===== src/rtl/aib_pad_txrx_ctrl_pkg.sv =====
// Shared types for the AIB pad slice: the six driver enables bundled as one
// struct, plus a helper that steers a strong pull pair onto one generation.
package aib_pad_pkg;

   typedef struct packed {
      logic pu_gen1;
      logic pd_gen1;
      logic pu_gen2;
      logic pd_gen2;
      logic wkpu;
      logic wkpd;
   } pad_drv_t;

   localparam pad_drv_t PAD_DRV_OFF = '0;

   // Only the selected generation's pair is ever driven, so the pairs cannot overlap.
   function automatic pad_drv_t route_strong(input logic gen1, input logic pu, input logic pd);
      pad_drv_t r;
      r = PAD_DRV_OFF;
      if (gen1) begin
         r.pu_gen1 = pu;
         r.pd_gen1 = pd;
      end else begin
         r.pu_gen2 = pu;
         r.pd_gen2 = pd;
      end
      return r;
   endfunction

endpackage


===== src/rtl/aib_pad_txrx_ctrl_if.sv =====
// Signal bundle between the adapter datapath / analog macro and the pad slice.
// There is no handshake: every signal is a level, valid on every cycle.
interface aib_pad_txrx_ctrl_if;

   logic tx_data;
   logic tx_en;
   logic tx_async;
   logic tx_async_en;
   logic gen1mode_en;
   logic tx_compen_p;
   logic tx_compen_n;
   logic pwrgood;
   logic pwrgood_io;
   logic rst_padlow_strap;
   logic wkpu_en;
   logic wkpd_en;
   logic rx_en;
   logic rx_async_en;
   logic pad_in;

   logic pu_gen1;
   logic pd_gen1;
   logic pu_gen2;
   logic pd_gen2;
   logic wkpu;
   logic wkpd;
   logic pad_oe;
   logic pad_strong;
   logic pad_out;
   logic pad_contention;
   logic rx_out;
   logic rx_async;

   modport master (
      output tx_data, tx_en, tx_async, tx_async_en, gen1mode_en,
      output tx_compen_p, tx_compen_n, pwrgood, pwrgood_io, rst_padlow_strap,
      output wkpu_en, wkpd_en, rx_en, rx_async_en, pad_in,
      input  pu_gen1, pd_gen1, pu_gen2, pd_gen2, wkpu, wkpd,
      input  pad_oe, pad_strong, pad_out, pad_contention, rx_out, rx_async
   );

   modport slave (
      input  tx_data, tx_en, tx_async, tx_async_en, gen1mode_en,
      input  tx_compen_p, tx_compen_n, pwrgood, pwrgood_io, rst_padlow_strap,
      input  wkpu_en, wkpd_en, rx_en, rx_async_en, pad_in,
      output pu_gen1, pd_gen1, pu_gen2, pd_gen2, wkpu, wkpd,
      output pad_oe, pad_strong, pad_out, pad_contention, rx_out, rx_async
   );

endinterface


===== src/rtl/aib_pad_txrx_ctrl_sample_ff.sv =====
// Single-bit sample flop: async active-low reset, and a low enable reloads
// RST_VAL instead of holding, so a disabled path always reads back idle.
module txrx_sample_ff #(
   parameter logic RST_VAL = 1'b0
) (
   input  logic clk,
   input  logic rst,
   input  logic en,
   input  logic d,
   output logic q
);

   always_ff @(posedge clk or negedge rst) begin
      if (!rst) begin
         q <= RST_VAL;
      end else begin
         q <= en ? d : RST_VAL;
      end
   end

endmodule


===== src/rtl/aib_pad_txrx_ctrl.sv =====
// Digital core of one AIB pad slice: TX/RX sample flops, gated driver
// enable generation and resolution of those enables into a pad value.
module aib_pad_txrx_ctrl
   import aib_pad_pkg::*;
#(
   parameter logic RST_VAL = 1'b0
) (
   input logic                  clk,
   input logic                  rst,
   aib_pad_txrx_ctrl_if.slave   bus
);

   logic     tx_q;
   logic     rx_q;
   logic     d_sel;
   logic     pwr_ok;
   logic     spu;
   logic     spd;
   pad_drv_t drv;

   txrx_sample_ff #(.RST_VAL(RST_VAL)) u_tx_ff (
      .clk (clk),
      .rst (rst),
      .en  (bus.tx_en),
      .d   (bus.tx_data),
      .q   (tx_q)
   );

   txrx_sample_ff #(.RST_VAL(RST_VAL)) u_rx_ff (
      .clk (clk),
      .rst (rst),
      .en  (bus.rx_en),
      .d   (bus.pad_in),
      .q   (rx_q)
   );

   // The async path bypasses the flop entirely, giving zero-cycle latency.
   assign d_sel  = bus.tx_async_en ? bus.tx_async : tx_q;
   assign pwr_ok = bus.pwrgood & bus.pwrgood_io;

   always_comb begin
      drv = PAD_DRV_OFF;
      if (!pwr_ok) begin
         drv = PAD_DRV_OFF;
      end else if (bus.rst_padlow_strap) begin
         // Strap holds the pad low regardless of the pull-down calibration mask.
         drv = route_strong(bus.gen1mode_en, 1'b0, 1'b1);
      end else if (bus.tx_en || bus.tx_async_en) begin
         drv = route_strong(bus.gen1mode_en,
                            d_sel & bus.tx_compen_p,
                            ~d_sel & bus.tx_compen_n);
      end else begin
         drv.wkpu = bus.wkpu_en & ~bus.wkpd_en;
         drv.wkpd = bus.wkpd_en & ~bus.wkpu_en;
      end
   end

   assign bus.pu_gen1 = drv.pu_gen1;
   assign bus.pd_gen1 = drv.pd_gen1;
   assign bus.pu_gen2 = drv.pu_gen2;
   assign bus.pd_gen2 = drv.pd_gen2;
   assign bus.wkpu    = drv.wkpu;
   assign bus.wkpd    = drv.wkpd;

   assign spu = drv.pu_gen1 | drv.pu_gen2;
   assign spd = drv.pd_gen1 | drv.pd_gen2;

   assign bus.pad_strong     = spu | spd;
   assign bus.pad_oe         = spu | spd | drv.wkpu | drv.wkpd;
   assign bus.pad_out        = spu ? 1'b1 : (spd ? 1'b0 : drv.wkpu);
   assign bus.pad_contention = spu & spd;

   assign bus.rx_out   = rx_q;
   assign bus.rx_async = bus.rx_async_en & bus.pad_in;

endmodule


===== src/flat_wrapper.sv =====
// flat-port wrapper written by rule: the top's interface ports become plain ports
module aib_pad_txrx_ctrl_flat import aib_pad_pkg::*;
#(
   parameter logic RST_VAL = 1'b0
)
  (clk, rst, bus_tx_data, bus_tx_en, bus_tx_async, bus_tx_async_en, bus_gen1mode_en, bus_tx_compen_p, bus_tx_compen_n, bus_pwrgood, bus_pwrgood_io, bus_rst_padlow_strap, bus_wkpu_en, bus_wkpd_en, bus_rx_en, bus_rx_async_en, bus_pad_in, bus_pu_gen1, bus_pd_gen1, bus_pu_gen2, bus_pd_gen2, bus_wkpu, bus_wkpd, bus_pad_oe, bus_pad_strong, bus_pad_out, bus_pad_contention, bus_rx_out, bus_rx_async);
  aib_pad_txrx_ctrl_if bus_i ();
  input logic clk;
  input logic rst;
  input wire logic [$bits(bus_i.tx_data)-1:0] bus_tx_data;
  input wire logic [$bits(bus_i.tx_en)-1:0] bus_tx_en;
  input wire logic [$bits(bus_i.tx_async)-1:0] bus_tx_async;
  input wire logic [$bits(bus_i.tx_async_en)-1:0] bus_tx_async_en;
  input wire logic [$bits(bus_i.gen1mode_en)-1:0] bus_gen1mode_en;
  input wire logic [$bits(bus_i.tx_compen_p)-1:0] bus_tx_compen_p;
  input wire logic [$bits(bus_i.tx_compen_n)-1:0] bus_tx_compen_n;
  input wire logic [$bits(bus_i.pwrgood)-1:0] bus_pwrgood;
  input wire logic [$bits(bus_i.pwrgood_io)-1:0] bus_pwrgood_io;
  input wire logic [$bits(bus_i.rst_padlow_strap)-1:0] bus_rst_padlow_strap;
  input wire logic [$bits(bus_i.wkpu_en)-1:0] bus_wkpu_en;
  input wire logic [$bits(bus_i.wkpd_en)-1:0] bus_wkpd_en;
  input wire logic [$bits(bus_i.rx_en)-1:0] bus_rx_en;
  input wire logic [$bits(bus_i.rx_async_en)-1:0] bus_rx_async_en;
  input wire logic [$bits(bus_i.pad_in)-1:0] bus_pad_in;
  output wire logic [$bits(bus_i.pu_gen1)-1:0] bus_pu_gen1;
  output wire logic [$bits(bus_i.pd_gen1)-1:0] bus_pd_gen1;
  output wire logic [$bits(bus_i.pu_gen2)-1:0] bus_pu_gen2;
  output wire logic [$bits(bus_i.pd_gen2)-1:0] bus_pd_gen2;
  output wire logic [$bits(bus_i.wkpu)-1:0] bus_wkpu;
  output wire logic [$bits(bus_i.wkpd)-1:0] bus_wkpd;
  output wire logic [$bits(bus_i.pad_oe)-1:0] bus_pad_oe;
  output wire logic [$bits(bus_i.pad_strong)-1:0] bus_pad_strong;
  output wire logic [$bits(bus_i.pad_out)-1:0] bus_pad_out;
  output wire logic [$bits(bus_i.pad_contention)-1:0] bus_pad_contention;
  output wire logic [$bits(bus_i.rx_out)-1:0] bus_rx_out;
  output wire logic [$bits(bus_i.rx_async)-1:0] bus_rx_async;
  assign bus_i.tx_data = bus_tx_data;
  assign bus_i.tx_en = bus_tx_en;
  assign bus_i.tx_async = bus_tx_async;
  assign bus_i.tx_async_en = bus_tx_async_en;
  assign bus_i.gen1mode_en = bus_gen1mode_en;
  assign bus_i.tx_compen_p = bus_tx_compen_p;
  assign bus_i.tx_compen_n = bus_tx_compen_n;
  assign bus_i.pwrgood = bus_pwrgood;
  assign bus_i.pwrgood_io = bus_pwrgood_io;
  assign bus_i.rst_padlow_strap = bus_rst_padlow_strap;
  assign bus_i.wkpu_en = bus_wkpu_en;
  assign bus_i.wkpd_en = bus_wkpd_en;
  assign bus_i.rx_en = bus_rx_en;
  assign bus_i.rx_async_en = bus_rx_async_en;
  assign bus_i.pad_in = bus_pad_in;
  assign bus_pu_gen1 = bus_i.pu_gen1;
  assign bus_pd_gen1 = bus_i.pd_gen1;
  assign bus_pu_gen2 = bus_i.pu_gen2;
  assign bus_pd_gen2 = bus_i.pd_gen2;
  assign bus_wkpu = bus_i.wkpu;
  assign bus_wkpd = bus_i.wkpd;
  assign bus_pad_oe = bus_i.pad_oe;
  assign bus_pad_strong = bus_i.pad_strong;
  assign bus_pad_out = bus_i.pad_out;
  assign bus_pad_contention = bus_i.pad_contention;
  assign bus_rx_out = bus_i.rx_out;
  assign bus_rx_async = bus_i.rx_async;
  aib_pad_txrx_ctrl #(.RST_VAL(RST_VAL)) u_core (.clk(clk), .rst(rst), .bus(bus_i));
endmodule

===== config.mk =====
export PLATFORM = sky130hd
export DESIGN_NAME = aib_pad_txrx_ctrl_flat
export DESIGN_NICKNAME = d
export VERILOG_FILES = /design/src/rtl/aib_pad_txrx_ctrl_pkg.sv /design/src/rtl/aib_pad_txrx_ctrl_if.sv /design/src/rtl/aib_pad_txrx_ctrl_sample_ff.sv /design/src/rtl/aib_pad_txrx_ctrl.sv /design/src/flat_wrapper.sv
export SDC_FILE = /design/constraint.sdc
export NUM_CORES = 1
export LEC_CHECK = 0
export ABC_AREA = 1
export CORE_AREA = 2 2 39 41
export CTS_CLUSTER_SIZE = 25
export DETAILED_ROUTE_END_ITERATION = 16
export DIE_AREA = 0 0 41 43
export DONT_BUFFER_PORTS = 1
export PLACE_DENSITY = 0.3
export SLEW_MARGIN = 10
export SYNTH_ARGS = -nofsm -noshare
export SYNTH_HDL_FRONTEND = slang
export SYNTH_HIERARCHICAL = 1
export SYNTH_SLANG_ARGS = --single-unit

===== constraint.sdc =====
create_clock -name clk -period 1.3 [get_ports clk]
set_clock_uncertainty 0.2 [all_clocks]
set_input_delay 0.26 -clock clk [delete_from_list [all_inputs] [get_ports clk]]
set_output_delay 0.26 -clock clk [all_outputs]
set_load 0.005 [all_outputs]

==> results.tsv, run 1 <==
metric	value	unit
status	finished with violations	
violations	setup timing	
critical_path.cell_chain	inv_2, nand2_4, nand3_4, nor2_4, nor2_4, nand4_1	
finalSetupViolCount	7	
drt-total-wl	708	um
use_met1	0.128	
max_freq	644	MHz
ys_seq_elements	2	
portBuffers	0	
slowest_stage	dfrtp_1	
viasPerCell	4.05	
antenna_left	0	
setup_ws	-254	ps
cpPeakStageDelay	360	ps
syn_avg_cell_area	4.98	um^2
timing.final.hold_violations	0	
core_area	1380	um^2
worstPathArrival	1090	ps
cp_num_buf_inv	1	
place_congestion	0.646	
grt_pass1_wl	1.22	mm
yosysSeqAreaShare	0.193	
synthFlopType	dfrtp_1	
cp_num_cells	6	
first_iter_violations	0	
grt_pass1_vias	335	
wl_per_cell	8.85	um
synth_edf_count	0	
ys_warn_count	6	
leakage	0.259	nW
endpoint_kind	output port	
crit_path_end	bus_pad_oe	
start_util	0.187	
use_met2	0.147	
fp.dieW	41	um
synth_area	259	um^2
critPathRequiredTime	840	ps
synth_area_leader_cell	nand2_1	
clk_path_buf_depth	2	
h-tree-depth	1	
setup_tns	-1450	ps
peakVddDrop	0.000276	V
dpl.hpwl	572	um
drv_cap	0	
critPathKind	flip-flop to output port	
yosys-top-cells-area	nand2_1 22%, inv_1 20%, dfrtp_1 19%	
async_flop_share	1.00	
yosysUniqueCellTypes	10	
maxSlewViolCount	0	
drive_gt1_frac	0.422	
fill_cells	172	
netlist_instances	52	
yosys.area.top_type_share	0.217	
drc_errors	0	
grt_max_degree	6	
std_cell_rows	14	
area_growth	82.6	%
cts_root_buf	clkbuf_4	
path_delay_family	simple AND/OR/NAND/NOR gates	
dr.pass1.iters	1	
fp.dieH	43	um
rsz0062_at_grt	true	
synth.most_common_cell	nand2_1	
vias	324	
layout_min_cycle_time	1550	ps
nNetsFinal	83	
antennaDiodeCount	0	
clkSlewWorstSetupHoldPaths	30	ps
path_common_cell	nor2_4	
gr-total-overflow	0	
io_pins	29	
startpoint	u_core/u_tx_ff/q$_DFF_PN0_	
grt_use_total	0.0952	
clock_sinks	2	
p_total	0.278	mW
top_usage_layer	met2	
gr-usage-met3	0.0105	
hold_class	primary input to async pin	
fin_crit_sh	1.20	
cts-buffers-inserted	3	
dieArea	1760	um^2
synth_common_cells	15 x nand2_1, 14 x inv_1, 9 x nor2_1, 5 x nand3_1, 3 x nor2_2	
antenna_found_initial	0	
synth_nets	69	
crit_fanout	3	
post_cts_buffers	0	
startpoint_type	flip-flop	
cts_tree	yes	
powerDensity	588	nW/um^2
==> placed cells by master (no fill, tap or decap) <==
master         count
nand3_4            1
nor2_4             6
buf_6              1
o21ai_1            1
nor2_2             2
inv_2              2
nand4_1            1
inv_1             12
nand2_2            4
buf_4              4
dlygate4sd3_1      5
nand2_1           10
nand3_2            3
nor2_1             4
nand2_4            1
nand3_1            1
clkbuf_4           3
dfrtp_1            2
conb_1             1
==> power breakdown <==
group          switching (mW)  total [mW]  internal (mW)
combinational          0.0449      0.0807         0.0358
sequential            0.00135      0.0673         0.0659
clock                  0.0287       0.130          0.101
==> registers in the layout, indices dropped and copies added (netlist names) <==
name	count
u_core/u_rx_ff/q	1
u_core/u_tx_ff/q	1
==> how the worst min path moves through the flow <==
stage	start	end	slack, ps	depth (start not counted)
after floorplan	rst	u_core/u_rx_ff/q$_DFF_PN0_	-240	0
after global placement	rst	u_core/u_rx_ff/q$_DFF_PN0_	-240	0
after detailed placement	rst	u_core/u_rx_ff/q$_DFF_PN0_	-240	0
after CTS	rst	u_core/u_tx_ff/q$_DFF_PN0_	70	1
after global routing	rst	u_core/u_tx_ff/q$_DFF_PN0_	80	1
final	rst	u_core/u_tx_ff/q$_DFF_PN0_	80	1
==> logic make-up (layout without fill, tap and decap cells) <==
group | after synthesis | after routing | synth area share
other cells | 1 | 1 | 0.0145
flops | 2 | 2 | 0.193
compound gates | 1 | 1 | 0.0193
buf+inv | 15 | 27 | 0.232
simple gates | 33 | 33 | 0.541
==> per-layer routing <==
| layer | up-vias | wire length (um) | share of wire |
|---|---|---|---|
| met5 | - | 0 | 0 |
| met4 | 0 | 0 | 0 |
| met3 | 0 | 58 | 0.082 |
| met2 | 12 | 374 | 0.53 |
| met1 | 140 | 275 | 0.39 |
| li1 | 172 | - | - |
==> per-stage QoR <==
stage          instance area (um^2)  setup WS (ps)  utilization  cells  hold WS [ps]
2_1_floorplan                   264           2.39            -     52          -236
3_3_place_gp                    314          -85.7        0.227     72          -236
4_1_cts                         409           -267        0.296     80          72.8
3_5_place_dp                    314          -84.9        0.227     72          -236
6_report                        473           -254        0.342     80          77.6
5_1_grt                         473           -324        0.342     80          83.5
==> timing repair <==
item	4_1_cts	5_1_grt
resized for setup	7	17
endpoints found under the setup margin	9	9
gates cloned	0	0
hold buffers	5	0
endpoints found under the hold margin	4	0
pin swaps	5	9
==> layout make-up <==
type	count	area [um^2]	area share
multi-input cells	35	236	0.500
clock buffers	3	22.5	0.0476
well taps	16	20.0	0.0423
repair buffers	10	91.3	0.193
inverters	14	52.6	0.111
flip-flops and latches	2	50.0	0.106
Note: power is estimated with default switching activity, not from simulation.
==> run 2: changes to the inputs <==
==> constraint.sdc (replaced) <==
create_clock -name clk -period 1.4 [get_ports clk]
set_clock_uncertainty 0.2 [all_clocks]
set_input_delay 0.28 -clock clk [delete_from_list [all_inputs] [get_ports clk]]
set_output_delay 0.28 -clock clk [all_outputs]
set_load 0.005 [all_outputs]
==> results.tsv, run 2 (synthesis results as in run 1) <==
metric	value	unit
drc_errors	0	
fp.dieW	41	um
drt-total-wl	714	um
clock_sinks	2	
drv_cap	0	
grt_pass1_wl	1.06	mm
layout_min_cycle_time	1560	ps
grt_pass1_vias	294	
crit_fanout	3	
antenna_left	0	
reg_top3	u_core/u_rx_ff/q x1, u_core/u_tx_ff/q x1	
worstPathArrival	1080	ps
rsz0062_at_grt	true	
violations	setup timing	
place_congestion	0.602	
clkSlewWorstSetupHoldPaths	30	ps
dr.pass1.iters	2	
cts-buffers-inserted	3	
fin_crit_sh	1.12	
io_pins	29	
antennaDiodeCount	0	
mostFrequentLayoutCell	inv_1	
dpl_worst_slack	-11.1	ps
endpoint_kind	output port	
critPathRequiredTime	920	ps
vias	323	
finalSetupViolCount	7	
dpl.hpwl	562	um
h-tree-depth	1	
grt_max_degree	6	
wl_per_cell	8.93	um
cts_tree	yes	
critPathKind	flip-flop to output port	
cts_root_buf	clkbuf_4	
max_freq	640	MHz
powerDensity	581	nW/um^2
dieArea	1760	um^2
grt_use_total	0.0882	
drive_gt1_frac	0.422	
startpoint	u_core/u_tx_ff/q$_DFF_PN0_	
maxSlewViolCount	0	
portBuffers	0	
nNetsFinal	83	
setup_ws	-161	ps
fill_cells	168	
clk_path_buf_depth	2	
timing.final.hold_violations	0	
antenna_found_initial	0	
core_area	1380	um^2
leakage	0.258	nW
startpoint_type	flip-flop	
viasPerCell	4.04	
gr-total-overflow	0	
status	finished with violations	
fp.dieH	43	um
area_growth	69.6	%
first_iter_violations	1	
std_cell_rows	14	
mostFrequentLayoutCells	12 x inv_1, 9 x nand2_1, 7 x nor2_2	
start_util	0.187	
peakVddDrop	0.000218	V
utilization	0.317	
hold_class	primary input to async pin	
-- run 2: routing by layer --
layer  up-vias  part of all wire  global-route usage
met4         0                 0              0.0400
met2        14              0.52               0.128
met3         0             0.088              0.0366
met1       138              0.39               0.109
li1        171                 -                   -
met5         -                 0                   0
-- run 2: power breakdown --
part | leakage, nW | total (mW) | switching (mW) | internal (mW)
clock | 0.0138 | 0.123 | 0.0288 | 0.0943
combinational | 0.218 | 0.0698 | 0.0384 | 0.0314
sequential | 0.0258 | 0.0624 | 0.00123 | 0.0612
total | 0.258 | 0.255 | 0.0684 | 0.187
-- run 2: worst max-delay path by stage --
| stage | slack, ps | end | cells after the start |
|---|---|---|---|
| 5_1_grt | -260 | bus_pad_oe | 6 |
| 6_report | -160 | bus_pad_oe | 7 |
| 3_3_place_gp | -30 | bus_pad_oe | 6 |
| 2_1_floorplan | 50 | bus_pad_oe | 6 |
| 4_1_cts | -190 | bus_pad_oe | 6 |
| 3_5_place_dp | -10 | bus_pad_oe | 6 |
-- run 2: layout make-up --
type                            count  area, um^2  area share
Clock buffer                        3        22.5      0.0513
Timing Repair Buffer               10        87.6       0.199
Tap cell                           16        20.0      0.0456
Multi-Input combinational cell     35         206       0.470
Sequential cell                     2        50.0       0.114
Inverter                           14        52.6       0.120
-- run 2: what timing repair did --
item	4_1_cts	5_1_grt
hold endpoints to repair	4	0
hold buffers	5	0
buffers inserted	0	0
cloned	0	0
resized for setup	11	9
setup endpoints to repair	7	9
pin swaps	5	4
-- run 2: stage by stage --
step           hold slack (ps)  instances  setup TNS, ps  area (um^2)  power (mW)
6_report                  92.4         80           -874          439       0.255
5_1_grt                   84.8         80          -1460          439       0.281
4_1_cts                   88.0         80          -1050          409       0.254
3_5_place_dp              -216         72          -23.3          309       0.106
3_3_place_gp              -216         72          -88.4          309       0.107
2_1_floorplan             -216         52              0          259      0.0990
-- run 2: worst max-delay path: stages, from the launching register on --
cell and delay [ps]:
dfrtp_1 350, inv_1 60, nand2_2 60, nand2_2 70
nand3_2 70, nand2_2 80, nand2_4 50, nand4_1 110
==> edit 1 (flow settings as in run 1) <==
`RST_VAL` is set to 1'b0 in 3 places; all go to 1'b1.
--- a/src/rtl/aib_pad_txrx_ctrl_sample_ff.sv
+++ b/src/rtl/aib_pad_txrx_ctrl_sample_ff.sv
@@ -2,5 +2,5 @@
 // RST_VAL instead of holding, so a disabled path always reads back idle.
 module txrx_sample_ff #(
-   parameter logic RST_VAL = 1'b0
+   parameter logic RST_VAL = 1'b1
 ) (
    input  logic clk,
--- a/src/rtl/aib_pad_txrx_ctrl.sv
+++ b/src/rtl/aib_pad_txrx_ctrl.sv
@@ -4,5 +4,5 @@
    import aib_pad_pkg::*;
 #(
-   parameter logic RST_VAL = 1'b0
+   parameter logic RST_VAL = 1'b1
 ) (
    input logic                  clk,
--- a/src/flat_wrapper.sv
+++ b/src/flat_wrapper.sv
@@ -2,5 +2,5 @@
 module aib_pad_txrx_ctrl_flat import aib_pad_pkg::*;
 #(
-   parameter logic RST_VAL = 1'b0
+   parameter logic RST_VAL = 1'b1
 )
   (clk, rst, bus_tx_data, bus_tx_en, bus_tx_async, bus_tx_async_en, bus_gen1mode_en, bus_tx_compen_p, bus_tx_compen_n, bus_pwrgood, bus_pwrgood_io, bus_rst_padlow_strap, bus_wkpu_en, bus_wkpd_en, bus_rx_en, bus_rx_async_en, bus_pad_in, bus_pu_gen1, bus_pd_gen1, bus_pu_gen2, bus_pd_gen2, bus_wkpu, bus_wkpd, bus_pad_oe, bus_pad_strong, bus_pad_out, bus_pad_contention, bus_rx_out, bus_rx_async);
Check against the original RTL: not equivalent (Yosys sat finds a counterexample within 4 cycles, from zero or initial values and one cycle with rst low).
==> edit 1 against run 1 <==
- clock power rose by 3%
- cell area decreased by 2.9%
- wire length rose by 1.3%
- highest routed layer unchanged
- the flow still finishes with violations (setup timing)
- critical path depth did not move
- critical endpoint unchanged
- synthesized area is 0.97% higher
- sequential cell count unchanged
- largest cell class unchanged
- setup slack worse by 100 ps
- total power up 1.1%
==> edit 1: results (changes against run 1) <==
| Metric | Value |
|---|---|
| Status | finished, violations left (unchanged) |
| Failing checks | setup timing (unchanged) |
| Most used DFF post-synth | dfstp_2 (was dfrtp_1) |
| Top cells by area, synth | nand2_1, dfstp_2, inv_1 (was nand2_1, inv_1, dfrtp_1) |
| Initial antenna violation count | 0 (unchanged) |
| VDD IR-drop max | 398 µV (was 276 µV) |
| CP delay by family, top | flip-flops (was simple AND/OR/NAND/NOR gates) |
| Total CTS buffers | 3 (unchanged) |
| Share of layout cells above drive strength 1 | 0.438 (was 0.422) |
| Area after detailed placement | 322 µm² (was 314 µm²) |
| Slowest CP cell | dfstp_2 (was dfrtp_1) |
| Leakage | 0.250 nW (was 0.259 nW) |
| Post-DP HPWL | 562 µm (was 572 µm) |
| Syn Inst Count | 52 (unchanged) |
| Place WS | -184 ps (was -84.9 ps) |
| GRT Overall Usage | 0.0962 (was 0.0952) |
| Final Non-Filler Cells | 80 (unchanged) |
| Fillers | 166 (was 172) |
| Sequential share of the synthesized area | 0.201 (was 0.193) |
| CP max stage delay | 510 ps (was 360 ps) |
| WL/cell | 8.96 µm (was 8.85 µm) |
| Vias in the first global route | 305 (was 335) |
| Final setup viols | 7 (unchanged) |
| Synth Warn # | 6 (unchanged) |
| Final hold slack | 255 ps (was 77.6 ps) |
| Vias | 331 (was 324) |
| Top cell types by occurrence after synthesis | nand2_1, inv_1, nor2_1 (unchanged) |
| Critical path origin | u_core/u_tx_ff/q (unchanged) |
| Arrival @ worst endpoint | 1200 ps (was 1090 ps) |
| Pre-antenna DRT Iters | 2 (was 1) |
| First-pass GRT wire length | 1150 µm (was 1220 µm) |
| Setup TNS | -2300 ps (was -1450 ps) |
| Final setup margin | -357 ps (was -254 ps) |
| Placer Congestion | 0.614 (was 0.646) |
| First DRT Iteration DRCs | 6 (was 0) |
| Hold WC Path Type | primary input to asynchronous set/reset pin (unchanged) |
| H-tree depth | 1 (unchanged) |
[edit 1: cell families after synthesis]
logic type / after synthesis / share of synthesized area
AND/OR/NAND/NOR: 33 / 0.536
buffers and inverters: 15 / 0.230
flip-flops: 2 / 0.201
AO/OA/AOI/OAI: 1 / 0.0191
other: 1 / 0.0143
[edit 1: how the worst min path moves through the flow]
stage | cells after the start | to | start
floorplan | 0 | u_core/u_rx_ff/q | rst
global placement | 0 | u_core/u_rx_ff/q | rst
detailed placement | 0 | u_core/u_rx_ff/q | rst
CTS | 1 | u_core/u_tx_ff/q | rst
global route | 1 | u_core/u_rx_ff/q | rst
finish | 1 | u_core/u_tx_ff/q | rst
[edit 1: final cells by class]
| class | instances | area [µm²] | area share |
|---|---|---|---|
| flip-flops and latches | 2 | 52.6 | 0.114 |
| multi-input cells | 35 | 224 | 0.488 |
| clock buffers | 3 | 22.5 | 0.0490 |
| inverters | 14 | 52.6 | 0.114 |
| well taps | 16 | 20.0 | 0.0436 |
| repair buffers | 10 | 87.6 | 0.191 |
[edit 1: what timing repair did]
action | in CTS | in global routing
resized for setup | 8 | 10
endpoints found under the hold margin | 4 | 0
buffers inserted | 0 | 0
pin swaps | 5 | 4
hold buffers | 5 | 0
cloned | 0 | 0
setup endpoints to repair | 9 | 9
[edit 1: layer usage]
| layer | share of wire | track usage |
|---|---|---|
| met1 | 0.39 | 0.115 |
| met2 | 0.53 | 0.147 |
| met3 | 0.077 | 0.0366 |
| met4 | 0 | 0.0400 |
| met5 | 0 | 0 |
[edit 1: power breakdown]
group,switching [mW],total (mW),internal (mW)
combinational,0.0424,0.0774,0.0350
clock,0.0322,0.134,0.102
sequential,0.00134,0.0697,0.0684
total,0.0760,0.281,0.205
==> edit 2 (settings of run 1) <==
Without the edit above. Reset style: synchronous (`rst`), changed in one clocked block. Comments in the files are not updated.
--- a/src/rtl/aib_pad_txrx_ctrl_sample_ff.sv
+++ b/src/rtl/aib_pad_txrx_ctrl_sample_ff.sv
@@ -11,5 +11,5 @@
 );
 
-   always_ff @(posedge clk or negedge rst) begin
+   always_ff @(posedge clk) begin
       if (!rst) begin
          q <= RST_VAL;
Function: differs if rst is asserted again (counterexample within 4 cycles, from zero or initial values and one cycle with rst low); with rst held inactive, the same outputs for 10 cycles.
==> edit 2 against run 1 <==
- the flow still finishes with violations (setup timing)
- synthesized cell count up 3.8%
- total power up 0.99%
- core utilization down 2.0 points
- sequential cell count unchanged
- critical path type unchanged
- final cell count up 2.5%
- synthesized area up 0.97%
- setup slack better by 42 ps
- wire length up 8.8%
- hold slack better by 320 ps
- cell area down 5.8%
- via count up 6.5%
- fmax up 2.8%
==> edit 2: results (changes against run 1) <==
| Metric | Value |
|---|---|
| Final setup viols | 7 (unchanged) |
| Sequential share of the synthesized area | 0.153 (was 0.193) |
| First DRT Iteration DRCs | 0 (unchanged) |
| Initial antenna violation count | 0 (unchanged) |
| HP Start | bus_pad_in |
| Post-DP HPWL | 623 µm (was 572 µm) |
| Largest registers | u_core/u_rx_ff/q (1), u_core/u_tx_ff/q (1) (unchanged) |
| Final setup margin | -212 ps (was -254 ps) |
| Vias in the first global route | 339 (was 335) |
| Post-layout nets | 85 (was 83) |
| Root Driver | clkbuf_4 (unchanged) |
| Number of port buffers | 0 (unchanged) |
| Netlist cell types | 10 (unchanged) |
| Arrival @ worst endpoint | 1050 ps (was 1090 ps) |
| Share of layout cells above drive strength 1 | 0.470 (was 0.422) |
| Final hold slack | 398 ps (was 77.6 ps) |
| Leakage | 0.230 nW (was 0.259 nW) |
| GRT Overall Usage | 0.108 (was 0.0952) |
| CP delay by family, top | simple AND/OR/NAND/NOR gates (unchanged) |
| Setup bufs post-CTS | 0 (unchanged) |
| First-pass GRT wire length | 1280 µm (was 1220 µm) |
| Vias | 345 (was 324) |
| Largest net degree at the start of global routing | 6 (unchanged) |
| Clock transition at path regs | 30 ps (about the same) |
| Hold Path Depth | 2 |
| Syn Nets | 71 (was 69) |
| H-tree depth | 1 (unchanged) |
| Crit path max fanout | 3 (unchanged) |
| Top cell types by occurrence after synthesis | nand2_1, inv_1, nor2_1 (unchanged) |
| Placer Congestion | 0.650 (was 0.646) |
| Top cells by area, synth | nand2_1, inv_1, dfxtp_1 (was nand2_1, inv_1, dfrtp_1) |
| WL/cell | 9.39 µm (was 8.85 µm) |
| Internal power | 0.200 mW (was 0.203 mW) |
| Slowest CP cell | dfxtp_2 (was dfrtp_1) |
| Setup TNS | -1180 ps (was -1450 ps) |
| Hold EP | bus_rx_async |
| Hold WC Path Type | primary input to output port (was primary input to asynchronous set/reset pin) |
| VDD IR-drop max | 713 µV (was 276 µV) |
| Failing checks | setup timing (unchanged) |
| Synth Warn # | 6 (unchanged) |
| Pre-antenna DRT Iters | 1 (unchanged) |
| Ys async rst share | 0 (was 1.00) |
| CP max stage delay | 300 ps (was 360 ps) |
| Most used DFF post-synth | dfxtp_1 (was dfrtp_1) |
| Max Buffers Root-to-Sink | 2 (unchanged) |
| Ant. Diodes | 0 (unchanged) |
| Total CTS buffers | 3 (unchanged) |
| Status | finished, violations left (unchanged) |
edit 2: changes by cell type after synthesis, sizes merged:
cell          run 1  this run
dfrtp             2         0
dfxtp             0         2
nor2             12        14
edit 2: logic make-up (layout without fill, tap and decap cells):
| logic type | after synthesis | in the layout | share of synthesized area |
|---|---|---|---|
| simple gates | 35 | 35 | 0.584 |
| buf+inv | 15 | 27 | 0.230 |
| compound gates | 1 | 1 | 0.0191 |
| flops | 2 | 2 | 0.153 |
| other cells | 1 | 1 | 0.0143 |
edit 2: stage by stage:
step                instances  setup slack (ps)  total power [mW]  area (µm²)
finish                     82              -212             0.281         445
floorplan                  54              2.39             0.108         267
detailed placement         74              -100             0.117         317
CTS                        82              -210             0.277         409
global route               82              -280             0.303         445
global placement           74              -120             0.117         317
edit 2: cell type report:
cell class / instances / area (µm²)
clock buffer: 3 / 22.5
fill: 168 / 938
inverter: 14 / 52.6
multi-input combinational: 37 / 221
sequential: 2 / 41.3
tap: 16 / 20.0
timing repair buffer: 10 / 87.6
edit 2: repair_timing:
action                                 in CTS  in global routing
setup endpoints to repair                   8                  9
hold buffers                                5                  0
pin swaps                                   3                  6
gates resized for setup                     8                 13
endpoints found under the hold margin       2                  0
edit 2: worst max-delay path by stage:
| stage | from | end | slack, ps | cells after the start |
|---|---|---|---|---|
| floorplan | bus_pwrgood | bus_pad_oe | 2 | 6 |
| global placement | bus_tx_async_en | bus_pad_out | -120 | 6 |
| detailed placement | bus_tx_async_en | bus_pad_out | -100 | 6 |
| CTS | u_core/u_tx_ff/q | bus_pad_oe | -210 | 6 |
| global route | u_core/u_tx_ff/q | bus_pad_oe | -280 | 7 |
| finish | u_core/u_tx_ff/q | bus_pad_oe | -210 | 6 |
edit 2: power groups by stage:
stage               registers [mW]  clock network (mW)  logic, mW
global placement            0.0661                   0     0.0508
global route                0.0659               0.151     0.0863
CTS                         0.0652               0.142     0.0694
finish                      0.0656               0.139     0.0765
floorplan                   0.0658                   0     0.0424
detailed placement          0.0660                   0     0.0509
edit 2: routing by layer:
metal / part of all wire / GRT usage / up-vias
met4: 0.010 / 0.0600 / 0
met3: 0.073 / 0.0366 / 2
met2: 0.56 / 0.175 / 13
met5: 0 / 0 / -
met1: 0.35 / 0.115 / 151
li1: - / - / 179
